--- src/rtl/sar_pkg.sv ---
// sar_pkg: state encoding and index-width helper shared by the SAR search controller and its settle counter
package sar_pkg;
  typedef enum logic [1:0] {IDLE = 2'd0, TRIAL = 2'd1, DONE = 2'd2} sar_state_t;
  function automatic int idx_bits(input int w);
    return (w > 1) ? $clog2(w) : 1;
  endfunction
  localparam int SAR_IDX_W = idx_bits(2);
endpackage

--- src/rtl/sar_settle_counter.sv ---
// sar_settle_counter: counts hold cycles of a trial; ports clk, rst_n (async low), clr, en in; last out when count reaches SETTLE_CYCLES-1
module sar_settle_counter
  import sar_pkg::*;
#(
  parameter int SETTLE_CYCLES = 1
) (
  input  logic clk,
  input  logic rst_n,
  input  logic clr,
  input  logic en,
  output logic last
);
  localparam int CW = idx_bits(SETTLE_CYCLES);
  logic [CW-1:0] cnt;
  always_ff @(posedge clk or negedge rst_n)
    if (!rst_n) cnt <= '0;
    else if (clr) cnt <= '0;
    else if (en) cnt <= cnt + 1'b1;
  assign last = cnt == CW'(SETTLE_CYCLES - 1);
endmodule

--- src/rtl/sar_search_controller.sv ---
// sar_search_controller: MSB-first successive-approximation search driving an external comparator; ports clk, rst_n (async low), start, cmp_gt in; trial, busy, done, result out; macro SAR_RESTART_EN lets start restart a running search
module sar_search_controller
  import sar_pkg::*;
#(
  parameter int WIDTH         = 2,
  parameter int SETTLE_CYCLES = 1
) (
  input  logic             clk,
  input  logic             rst_n,
  input  logic             start,
  input  logic             cmp_gt,
  output logic [WIDTH-1:0] trial,
  output logic             busy,
  output logic             done,
  output logic [WIDTH-1:0] result
);
  localparam int IW = idx_bits(WIDTH);
  sar_state_t       state;
  logic [IW-1:0]    idx;
  logic             last;
  logic             restart;
  logic [WIDTH-1:0] msb;
  logic [WIDTH-1:0] dec_trial;
  assign msb = WIDTH'(1) << (WIDTH - 1);
`ifdef SAR_RESTART_EN
  assign restart = start && state == TRIAL;
`else
  assign restart = 1'b0;
`endif
  // trial after the decision edge: drop the current bit if too big, then try the next lower bit
  always_comb begin
    dec_trial = trial;
    if (cmp_gt) dec_trial[idx] = 1'b0;
    if (idx != '0) dec_trial[idx - 1'b1] = 1'b1;
  end
  sar_settle_counter #(.SETTLE_CYCLES(SETTLE_CYCLES)) u_settle (
    .clk  (clk),
    .rst_n(rst_n),
    .clr  (state != TRIAL || last || restart),
    .en   (state == TRIAL),
    .last (last)
  );
  always_ff @(posedge clk or negedge rst_n)
    if (!rst_n) begin
      state  <= IDLE;
      trial  <= '0;
      result <= '0;
      busy   <= 1'b0;
      done   <= 1'b0;
      idx    <= IW'(WIDTH - 1);
    end else begin
      done <= 1'b0;
      if ((state != TRIAL && start) || restart) begin
        state <= TRIAL;
        trial <= msb;
        idx   <= IW'(WIDTH - 1);
        busy  <= 1'b1;
      end else if (state == TRIAL) begin
        if (last) begin
          trial <= dec_trial;
          if (idx != '0) idx <= idx - 1'b1;
          else begin
            result <= dec_trial;
            done   <= 1'b1;
            busy   <= 1'b0;
            state  <= DONE;
          end
        end
      end else state <= IDLE;
    end
endmodule
--- config.mk ---
export PLATFORM = sky130hd
export DESIGN_NAME = sar_search_controller
export DESIGN_NICKNAME = d
export VERILOG_FILES = /design/src/rtl/sar_pkg.sv /design/src/rtl/sar_settle_counter.sv /design/src/rtl/sar_search_controller.sv
export SDC_FILE = /design/constraint.sdc
export NUM_CORES = 1
export LEC_CHECK = 0
export CORE_UTILIZATION = 30
export CTS_CLUSTER_DIAMETER = 120
export CTS_CLUSTER_SIZE = 20
export DETAILED_ROUTE_END_ITERATION = 16
export MAX_ROUTING_LAYER = met4
export SLEW_MARGIN = 20
export SYNTH_ARGS = -nofsm -noshare
export SYNTH_HDL_FRONTEND = slang
export SYNTH_SLANG_ARGS = --single-unit
export TNS_END_PERCENT = 30
--- constraint.sdc ---
create_clock -name clk -period 1.4 [get_ports clk]
set_input_delay 0.35 -clock clk [delete_from_list [all_inputs] [get_ports clk]]
set_output_delay 0.35 -clock clk [all_outputs]
set_load 0.005 [all_outputs]
After elaboration in Yosys (flattened, before gate mapping)
Index checks and enable logic that the tools add are counted.

Register bits after elaboration: 10. Input port bits: 4. Output and inout bits: 6.

Add/subtract/negate cells: 2. Magnitude comparators: 4. Equal/unequal tests: 6. Mux-type cells: 27. Bitwise logic cells: 6. Reductions and logical operators: 10.

Operators by type and width (count): two-way mux 2 bit (9); two-way mux 1 bit (16); inequality test 3 bit, second input constant (2); < comparator 1 x 2 -> 1 bit, second input constant (2); inequality test 2 x 1 -> 1 bit, second input constant (2); AND reduction 2 bit (2); AND reduction 4 bit (1); nonzero test 2 bit (2); logical AND 1 bit (3); inverter 1 bit (3); AND reduction 3 bit (1); bitwise AND 2 bit (1); demux 1 bit (select 1 bit) (2); == test 2 x 1 -> 1 bit, second input constant (1); >= comparator 1 bit, second input constant (2); inequality test 2 bit, second input constant (1); inverter 2 bit (1); OR 2 bit (1); adder 1 bit, second input constant (1); logical OR 1 bit (1); subtractor 1 bit, second input constant (1).

Logic depth before layout (Yosys ltp)
Word-level depth: 12. Depth in mapped cells: 4.

Hierarchy
From an unflattened synthesis, not the netlist that was laid out.

Cells, all modules: 33. Area, all modules: 414.1 um^2.

By module, submodules not included: sar_search_controller (times used 1, cells each 29, area each 372.9 um^2, sequential area each 226.5 um^2); sar_settle_counter (times used 1, cells each 4, area each 41.3 um^2, sequential area each 25.0 um^2).

Least setup slack after synthesis
No wires, ideal clock.

Path kind: flip-flop to flip-flop. Start: register state[1]. End: register result[0]. Library setup time: 0.125 ns. Arrival time: 1.100 ns. Data required time: 1.275 ns. Setup slack: 0.175 ns. Cell stages (with the launch flop): 5. Buffers on the path: 1. Period minus slack after synthesis: 1.225 ns. Cells stage by stage: dfrtp_1 -> nand2b_4 -> buf_6 -> nor3_4 -> mux2_2.

Word-level cells in the longest chain between the ends: 4. Elaborated cells on any way between the ends: 5. Those cells by class: eq/ne: 2; bitwise: 1; reduce/logical: 2.

RTL lines: from (decl) (RTL line sar_search_controller.sv:18) `sar_state_t state;`; from (signal assigned) (RTL line sar_search_controller.sv:45) `state <= IDLE;`; from (signal assigned) (RTL line sar_search_controller.sv:54) `state <= TRIAL;`; from (signal assigned) (RTL line sar_search_controller.sv:66) `state <= DONE;`; inequality test 2 x 1 -> 1 bit (RTL line sar_search_controller.sv:53) `if ((state != TRIAL && start) || restart) begin`; logical AND 1 bit (RTL line sar_search_controller.sv:53); inverter 1 bit (no line); AND reduction 4 bit (no line) (*); to (signal assigned) (RTL line sar_search_controller.sv:63) `result <= dec_trial;`; to (decl) (RTL line sar_search_controller.sv:15) `output logic [WIDTH-1:0] result`.

Every way passes the cells marked *; elsewhere a longest branch is shown, timed or not. A chain may end at the register's enable or synchronous reset.

Worst setup path after layout
Start: register trial[0]. End: output trial[0].

RTL lines: from (decl) (RTL line sar_search_controller.sv:12) `output logic [WIDTH-1:0] trial,`; from (signal assigned) (RTL line sar_search_controller.sv:55) `trial <= msb;`; from (signal assigned) (RTL line sar_search_controller.sv:60) `trial <= dec_trial;`.

No word-level cell between the ends.

==> impl_results.md <==
* Status: finished, final reports clean
* Synthesized net count at 35
* GRT busiest layer: met1
* # setup viols final at 0
* Hold Vio Cnt, Final at 0
* Layout cells sized above 1 at 22.7%
* CP Cell Sequence: dlygate4sd2_1
* Top-Level Pins at 10
* Layout area overhead at 33.1%
* Startpoint types: flip-flop
* Storage cell area at 251 µm²
* First DRT Iteration DRCs at 3
* First drt pass iteration count at 3
* Fin. max-slew vios at 0
* Clock Latency Late Sink at roughly 260 ps
* Period minus WS final at approximately 1300 ps
* Initial Util at around 34%
* Final period util at about nine tenths
* Root buf cell: clkbuf_4
* Final core utilization at 45.5%
* Drt total wl at 606 µm
* Total die area at about 1500 µm²
* GR Util met1 at 14.5%
* Max IR drop VDD at just over 0.8 mV
* Clk_skew at ~2.1 ps
* Nature of the critical path endpoint: output pin
* Seq/Total Area, Yosys at 62.8%
* All-Layer GR Usage at between 10% and 20%
* Drt wl/cell at 10.4 µm
* CTS Buffer Depth at 2
* Met3 GRT Util at between 3 and 4%
* DRC Markers at 0
* WHS at roughly 390 ps
* Pleak at between 0.0002 and 0.0003 µW
* Ys flop type: dfrtp_1
* Via Count at ~260
* Critical Path RT at approximately 1100 ps
* Synthesized flop and latch total at 10
* Fill count at about 120
* Top post-synthesis cells by area: dfrtp_1 56%, dfstp_2 6.6%, mux2_2 5.6%, nor3_4 4.1%, nand2b_4 3.4%
* Antenna violations before repair at 0
* Antenna diodes at 0
* Post-DRT Antenna Nets at 0
* Multi-input logic area at 130 µm²
* Most common cell in the synthesized netlist: dfrtp_1
* Syn. warnings at 0
* Die X at 38.5 µm
* Core box area at roughly 1200 µm²
* Htree depth at 1
* Unrepaired setup endpoints after global routing: no
* Post-synthesis cell count at 31
* Final #Nets at approximately 50
* Grt total ovfl at 0
* Synth Cell Area at 400 µm²
* First-pass GRT wire length at just over 1 mm
* Data arrival, critical path at 920 ps
* Worst path top cell family by delay: flip-flops
* Number of enable flip-flop cells after synthesis at 0
* Vias per cell at ~4.5
* Critical Path Fanout Max at 3
* Total CTS buffers at 3
* Pwr dens at 2060 nW/µm²
* Port Buffers at 9
* Sink Count at 10
* Peak Freq at ~800 MHz
* CTS clock-pin slew for the worst setup and hold paths at approximately 60 ps
* Post-detail-place hpwl at 435 µm
* M2 GR Usage at between 10% and 20%
* Slowest stage delay, CP at just under 400 ps
* Reg-to-reg slack, setup at 180 ps
* Final Wtd Congestion at between 0.7 and 0.8
* Post-synth top area cell: dfrtp_1
* Largest net degree at the start of global routing at 11
* Critical Path Slowest Stage Cell: dfrtp_1
* CTS tree: done
* WS Path Type: reg -> out
* Synth top area share at 56.3%
* Die height at just under 40 µm
* Fin Setup TNS at 0 ps
* Yosys cell types at 17
* Row Count at 12
* Average size of a mapped cell at around 13 µm²
* Synth async-reset ratio at 100%
* Vias in the first global route at 233
* Max-Cap Viols at 0
* Hold Path Class: in -> async
* Worst Path Buf+Inv at 1
[through the flow]
stage / total power (µW) / area [µm²] / std cells / worst slack [ps]
floorplan: 734 / 400 / 31 / 175
global placement: 880 / 497 / 53 / 57.1
detailed placement: 890 / 497 / 53 / 41.0
CTS: 1110 / 533 / 58 / 118
global route: 1180 / 533 / 58 / 87.3
finish: 1100 / 533 / 58 / 132
[worst paths after layout]
path,startpoint,to,cells past startpoint
min in group clk,result[0]$_DFFE_PN0P_,result[0]$_DFFE_PN0P_,1
hold / removal,rst_n,trial[0]$_DFFE_PN0P_,1
max in group asynchronous,rst_n,idx$_DFFE_PN1P_,1
setup reg to reg,state[1]$_DFFE_PN0P_,result[0]$_DFFE_PN0P_,3
setup / recovery,trial[0]$_DFFE_PN0P_,trial[0],1
hold reg to reg,result[0]$_DFFE_PN0P_,result[0]$_DFFE_PN0P_,1
[area by class of cell]
type | count | area share, %
inverter | 2 | 1.41
tap | 14 | 3.29
sequential | 10 | 47.2
multi-input combinational | 18 | 24.4
clock buffer | 4 | 6.81
timing repair buffer | 10 | 16.9
[flip-flops by register name, indices dropped and copies added (netlist names)]
signal and cells:
busy 1, done 1, idx 1, result 2
state 2, trial 2, u_settle.cnt 1
[timing repair]
item,4_1_cts,5_1_grt
hold buffers,0,0
setup buffers,1,0
setup endpoints to repair,6,0
gates resized for setup,6,0
[layout by cell type (no fill, tap or decap), drive strengths merged]
cell	Yosys	routed
clkbuf	0	4
nor2	1	1
a22o	1	1
a21oi	2	2
buf	1	1
nor3	2	2
conb	1	1
nor2b	2	2
dfstp	1	1
nand2	2	2
a31oi	1	1
o21ai	2	2
clkdlybuf4s50	0	3
inv	2	2
nand2b	1	1
dfrtp	9	9
mux2	2	2
mux2i	1	1
dlygate4sd2	0	6
[power by group]
part | internal, µW | switching [µW] | total (µW)
combinational | 203 | 154 | 357
sequential | 412 | 73.5 | 486
clock | 158 | 96.6 | 255
total | 773 | 324 | 1100
[per-layer routing]
metal	vias up	part of all wire, %
li1	129	-
met3	5	6.8
met2	10	40
met1	119	48
met5	-	0
met4	0	5.3
[logic make-up (layout without fill, tap and decap cells)]
| family | count (synthesis) | count (layout) | share of synthesized area [%] |
|---|---|---|---|
| and+or+nand+nor | 8 | 8 | 14.7 |
| AOI/OAI and AO/OA | 6 | 6 | 8.75 |
| other | 1 | 1 | 0.937 |
| buffers and inverters | 3 | 16 | 4.69 |
| DFF | 10 | 10 | 62.8 |
| muxes | 3 | 3 | 8.12 |
(Power assumes the default switching activity.)
==> patch 1: new RTL, same settings <==
The option `SAR_RESTART_EN` is turned on by a define.
--- a/src/rtl/sar_search_controller.sv
+++ b/src/rtl/sar_search_controller.sv
@@ -1,2 +1,4 @@
 // sar_search_controller: MSB-first successive-approximation search driving an external comparator; ports clk, rst_n (async low), start, cmp_gt in; trial, busy, done, result out; macro SAR_RESTART_EN lets start restart a running search
+`define SAR_RESTART_EN
+
 module sar_search_controller
Formal check against the unedited RTL: not equivalent (a bounded check fails within 4 cycles, from zero or initial values and one cycle with rst_n low).
==> patch 1 against the unedited design <==
Routed wire length is 40% higher; sequential cell count stayed put; register-to-register slack worse by 70 ps; design area is 6.8% higher; worst setup slack worse by 130 ps; synthesized area is 1.3% lower; non-clock buffer count is 4 higher; synthesized cell count is 3.2% lower.
Power is not compared: it rests on default switching activity, and its combinational part moved more than twofold at a synthesized area within 25%.
==> patch 1: results (changes against the unedited design) <==
status: finished clean (unchanged)
mean routed wirelength per cell: 13.7 um (was 10.4 um)
Worst setup startpoint: start (was trial[0])
Vias: 279 (was 263)
Hold Worst Slack: 405 ps (was 391 ps)
worst hold path class: in2async (unchanged)
clk_lat worst skew: 260 ps (about the same)
initial antenna violation count: 0 (unchanged)
internal reg-to-reg setup slack: 110 ps (was 180 ps)
layout cell share with drive strength beyond 1: 31.3% (was 22.7%)
ys flop type: dfrtp_1 (unchanged)
Syn Nets: 34 (was 35)
Int Power: 551 uW
ys async rst share: 100% (unchanged)
Worst R2R Start: state[1] (unchanged)
Cells after Synth: 30 (was 31)
largest net degree at the start of global routing: 11 (unchanged)
Ant. Diodes: 0 (unchanged)
highest ir drop seen on vdd: 0.507 mV
Crit Path Max Fanout: 3 (unchanged)
first-pass iteration count of the detailed router: 3 (unchanged)
Post-synth top cells: dfrtp_1, nor2_1, mux2_2, o21bai_1
crit path DAT: 1540 ps (was 920 ps)
GRT Util Overall: 13.1% (was 11.5%)
P_leak: 0.268 nW
maximum root-to-sink buffer count: 2 (unchanged)
Final nets: 53 (was 49)
fillcell total: 115 (was 123)
largest cells by area after synthesis: dfrtp_1, dfstp_2, mux2_2 (unchanged)
placed insts: 56 (was 53)
clock-pin slew on the worst setup and hold paths: 70 ps
Fin. Hold Viols: 0 (unchanged)
Top Registers: result (2), state (2), trial (2) (unchanged)
Post-Route Setup TNS: 0 ps (unchanged)
Synth cell types: 18 (was 17)
Finished Layout Cells: 62 (was 58)
clock root buffer: clkbuf_4 (unchanged)
Worst Clk Skew: 7.96 ps (was 2.06 ps)
FF-to-FF End: result[1] (was result[0])
Iter 0 DRT Violations: 2 (was 3)
routability cong.: 0.792 (was 0.720)
IO Port Bufs: 9 (unchanged)
worst reg-to-reg path cell count: 3 (unchanged)
sequential area share after synthesis: 63.6% (was 62.8%)
first-pass GRT wire length: 1.25 mm (was 1.02 mm)
[patch 1: repair_timing]
item,in CTS,in global routing
hold endpoints to repair,0,0
setup endpoints to repair,6,0
setup buffers,2,0
resized for setup,6,0
[patch 1: kinds of logic after synthesis]
kind of cell	share of synthesized area, %
flip-flops	63.6
AND/OR/NAND/NOR	17.1
AO/OA/AOI/OAI	11.7
multiplexers	5.70
buffers and inverters	0.948
other	0.948
[patch 1: layout make-up]
| class | count | area, um2 | area share (%) |
|---|---|---|---|
| well taps | 14 | 17.5 | 3.08 |
| clock buffers | 4 | 36.3 | 6.37 |
| inverters | 1 | 3.75 | 0.659 |
| multi-input cells | 19 | 140 | 24.6 |
| flip-flops and latches | 10 | 251 | 44.2 |
| repair buffers | 14 | 120 | 21.1 |
[patch 1: worst max-delay path by stage]
stage / slack, ps / end / cells after the start
floorplan: 170 / result[0] / 3
global placement: -220 / result[0] / 3
detailed placement: -270 / result[0] / 3
CTS: 5 / result[1] / 3
global route: 3 / result[0] / 3
finish: 1 / result[1] / 3
[patch 1: power groups by stage]
stage               sequential, mW  combinational (mW)  clock, mW
floorplan                    0.349              0.0446          0
global placement             0.351               0.124          0
detailed placement           0.352               0.129          0
CTS                          0.344               0.123      0.265
global route                 0.348               0.131      0.279
finish                       0.344               0.121      0.259
[patch 1: metal layers]
metal / vias to the layer above / track usage [%] / routed length, um
li1: 138 / - / -
met1: 134 / 15.8 / 381
met2: 7 / 22.0 / 439
met3: 0 / 3.49 / 27
met4: 0 / 2.68 / 0
met5: - / - / 0
[patch 1: critical path, cell delays in order]
cell,delay (ps)
clkdlybuf4s50_1,460
nor4_4,350
mux2_2,370
[patch 1: metrics by stage]
stage                     instance area (um2)  worst slack (ps)
final                                     569              1.27
after global routing                      569              3.13
after CTS                                 569              4.84
after detailed placement                  526              -267
after global placement                    526              -223
after floorplan                           395               173
==> patch 2: new RTL, same settings <==
Made on the original files. Make the reset (`rst_n`) synchronous in 2 clocked blocks. Comments in the files are not updated.
--- a/src/rtl/sar_settle_counter.sv
+++ b/src/rtl/sar_settle_counter.sv
@@ -14,3 +14,3 @@
   logic [CW-1:0] cnt;
-  always_ff @(posedge clk or negedge rst_n)
+  always_ff @(posedge clk)
     if (!rst_n) cnt <= '0;
--- a/src/rtl/sar_search_controller.sv
+++ b/src/rtl/sar_search_controller.sv
@@ -42,3 +42,3 @@
   );
-  always_ff @(posedge clk or negedge rst_n)
+  always_ff @(posedge clk)
     if (!rst_n) begin
Behaviour: differs if rst_n is asserted again (counterexample within 4 cycles, from zero or initial values and one cycle with rst_n low); with rst_n held inactive, the same outputs for 10 cycles.
==> patch 2 against the unedited design <==
Global-route usage increased by 3.3 points; sequential cell count stayed put; worst setup slack better by 62 ps; synthesized area shrank 7.2%; design area is 5.4% lower; final cell count up 6.9%; utilization decreased by 0.73 points; die area shrank 6.8%; routed wire length rose by 16%; critical path type is now in2reg; largest cell class unchanged.
Power is not compared: it rests on default switching activity, and its combinational part moved more than twofold at a synthesized area within 25%.
==> patch 2: results (changes against the unedited design) <==
Non-clock inverters: 3 (was 2)
Critical Path Max Stage Delay: 480 ps (was 390 ps)
ys flop type: dfxtp_1 (was dfrtp_1)
Cells after Synth: 36 (was 31)
first-pass GRT wire length: 1.26 mm (was 1.02 mm)
P_leak: 0.238 nW
worst hold path class: reg2reg (was in2async)
status: finished clean (unchanged)
Post-synth top cells: dfxtp_1, nand2_1, inv_1, o21ai_0
sequential cell area share: 40.4% (was 47.2%)
GR Util met1: 14.6% (was 14.5%)
sequential area share after synthesis: 53.9% (was 62.8%)
fillcell total: 120 (was 123)
critical path's top delay family: buffers and inverters (was flip-flops)
Vias: 296 (was 263)
internal reg-to-reg setup slack: 310 ps (was 180 ps)
final WL: 700 um (was 606 um)
# resized after CTS: 8 (was 6)
Syn Nets: 40 (was 35)
FF-to-FF End: result[0] (unchanged)
post-CTS setup repair buffer count: 0 (was 1)
Crit Path Max Fanout: 2 (was 3)
Seq cells: 10 (unchanged)
Final nets: 54 (was 49)
largest cells by area after synthesis: dfxtp_1, nor4b_4, o21ai_0 (was dfrtp_1, dfstp_2, mux2_2)
met3 usage: 6.10% (was 3.49%)
drt via density: 4.77 (was 4.53)
GRT Util Overall: 14.8% (was 11.5%)
ys async rst share: 0% (was 100%)
multi-input gate count: 22 (was 18)
routability cong.: 0.760 (was 0.720)
Worst Clk Skew: 3.75 ps (was 2.06 ps)
Clock buf/inv share: 4.47% (was 6.81%)
Iter 0 DRT Violations: 4 (was 3)
crit path DAT: 1350 ps (was 920 ps)
met2 Use GR: 21.9% (was 13.3%)
placed insts: 59 (was 53)
Final HPWL DP: 539 um (was 435 um)
buffering overhead: 18.6% (was 16.9%)
H-Tree Depth: 1 (unchanged)
Worst R2R Start: u_settle.cnt (was state[1])
multi-input combinational cell area: 155 um2 (was 130 um2)
Ant. Diodes: 0 (unchanged)
first-pass iteration count of the detailed router: 4 (was 3)
HP Start: result[1]
layout cell share with drive strength beyond 1: 22.9% (was 22.7%)
Worst path slowest cell: clkdlybuf4s50_1 (was dfrtp_1)
Hold Worst Slack: 452 ps (was 391 ps)
Synth cell types: 17 (unchanged)
## patch 2: through the flow
step / power (mW) / area, um2 / TNS [ps] / util, % / worst slack, ps
2_1_floorplan: 0.340 / 372 / 0 / - / 404
4_1_cts: 0.555 / 502 / -27.7 / 44.6 / -27.7
3_5_place_dp: 0.371 / 482 / -112 / 42.8 / -70.2
3_3_place_gp: 0.369 / 482 / -57.2 / 42.8 / -57.2
6_report: 0.541 / 504 / 0 / 44.8 / 194
5_1_grt: 0.585 / 504 / 0 / 44.8 / 153
## patch 2: worst max-delay path by stage
stage / slack (ps) / cells past startpoint / start / endpoint
after CTS: -30 / 1 / busy / busy
after global routing: 150 / 4 / cmp_gt / trial[0]
after floorplan: 400 / 3 / state[1] / trial[0]
after global placement: -60 / 4 / cmp_gt / trial[0]
after detailed placement: -70 / 4 / cmp_gt / trial[0]
final: 190 / 4 / cmp_gt / trial[0]
## patch 2: metal layers
layer | wire (um) | part of all wire [%]
met1 | 280 | 40
met2 | 354 | 51
met3 | 45 | 6.4
met4 | 19 | 2.7
met5 | 0 | 0
## patch 2: cell families (layout without fill, tap and decap cells)
| logic type | Yosys count | count (layout) | synth area share (%) |
|---|---|---|---|
| other | 1 | 1 | 1.01 |
| DFF | 10 | 10 | 53.9 |
| buffers and inverters | 4 | 16 | 4.38 |
| and+or+nand+nor | 12 | 12 | 24.6 |
| AOI/OAI and AO/OA | 9 | 9 | 16.2 |
## patch 2: where the power goes
| group | switching (mW) | internal (mW) | total [mW] | leakage, nW |
|---|---|---|---|---|
| registers | 0.0108 | 0.299 | 0.309 | 0.0830 |
| clock network | 0.0812 | 0.0983 | 0.180 | 0.0138 |
| logic | 0.0224 | 0.0298 | 0.0522 | 0.141 |
| total | 0.114 | 0.427 | 0.541 | 0.238 |
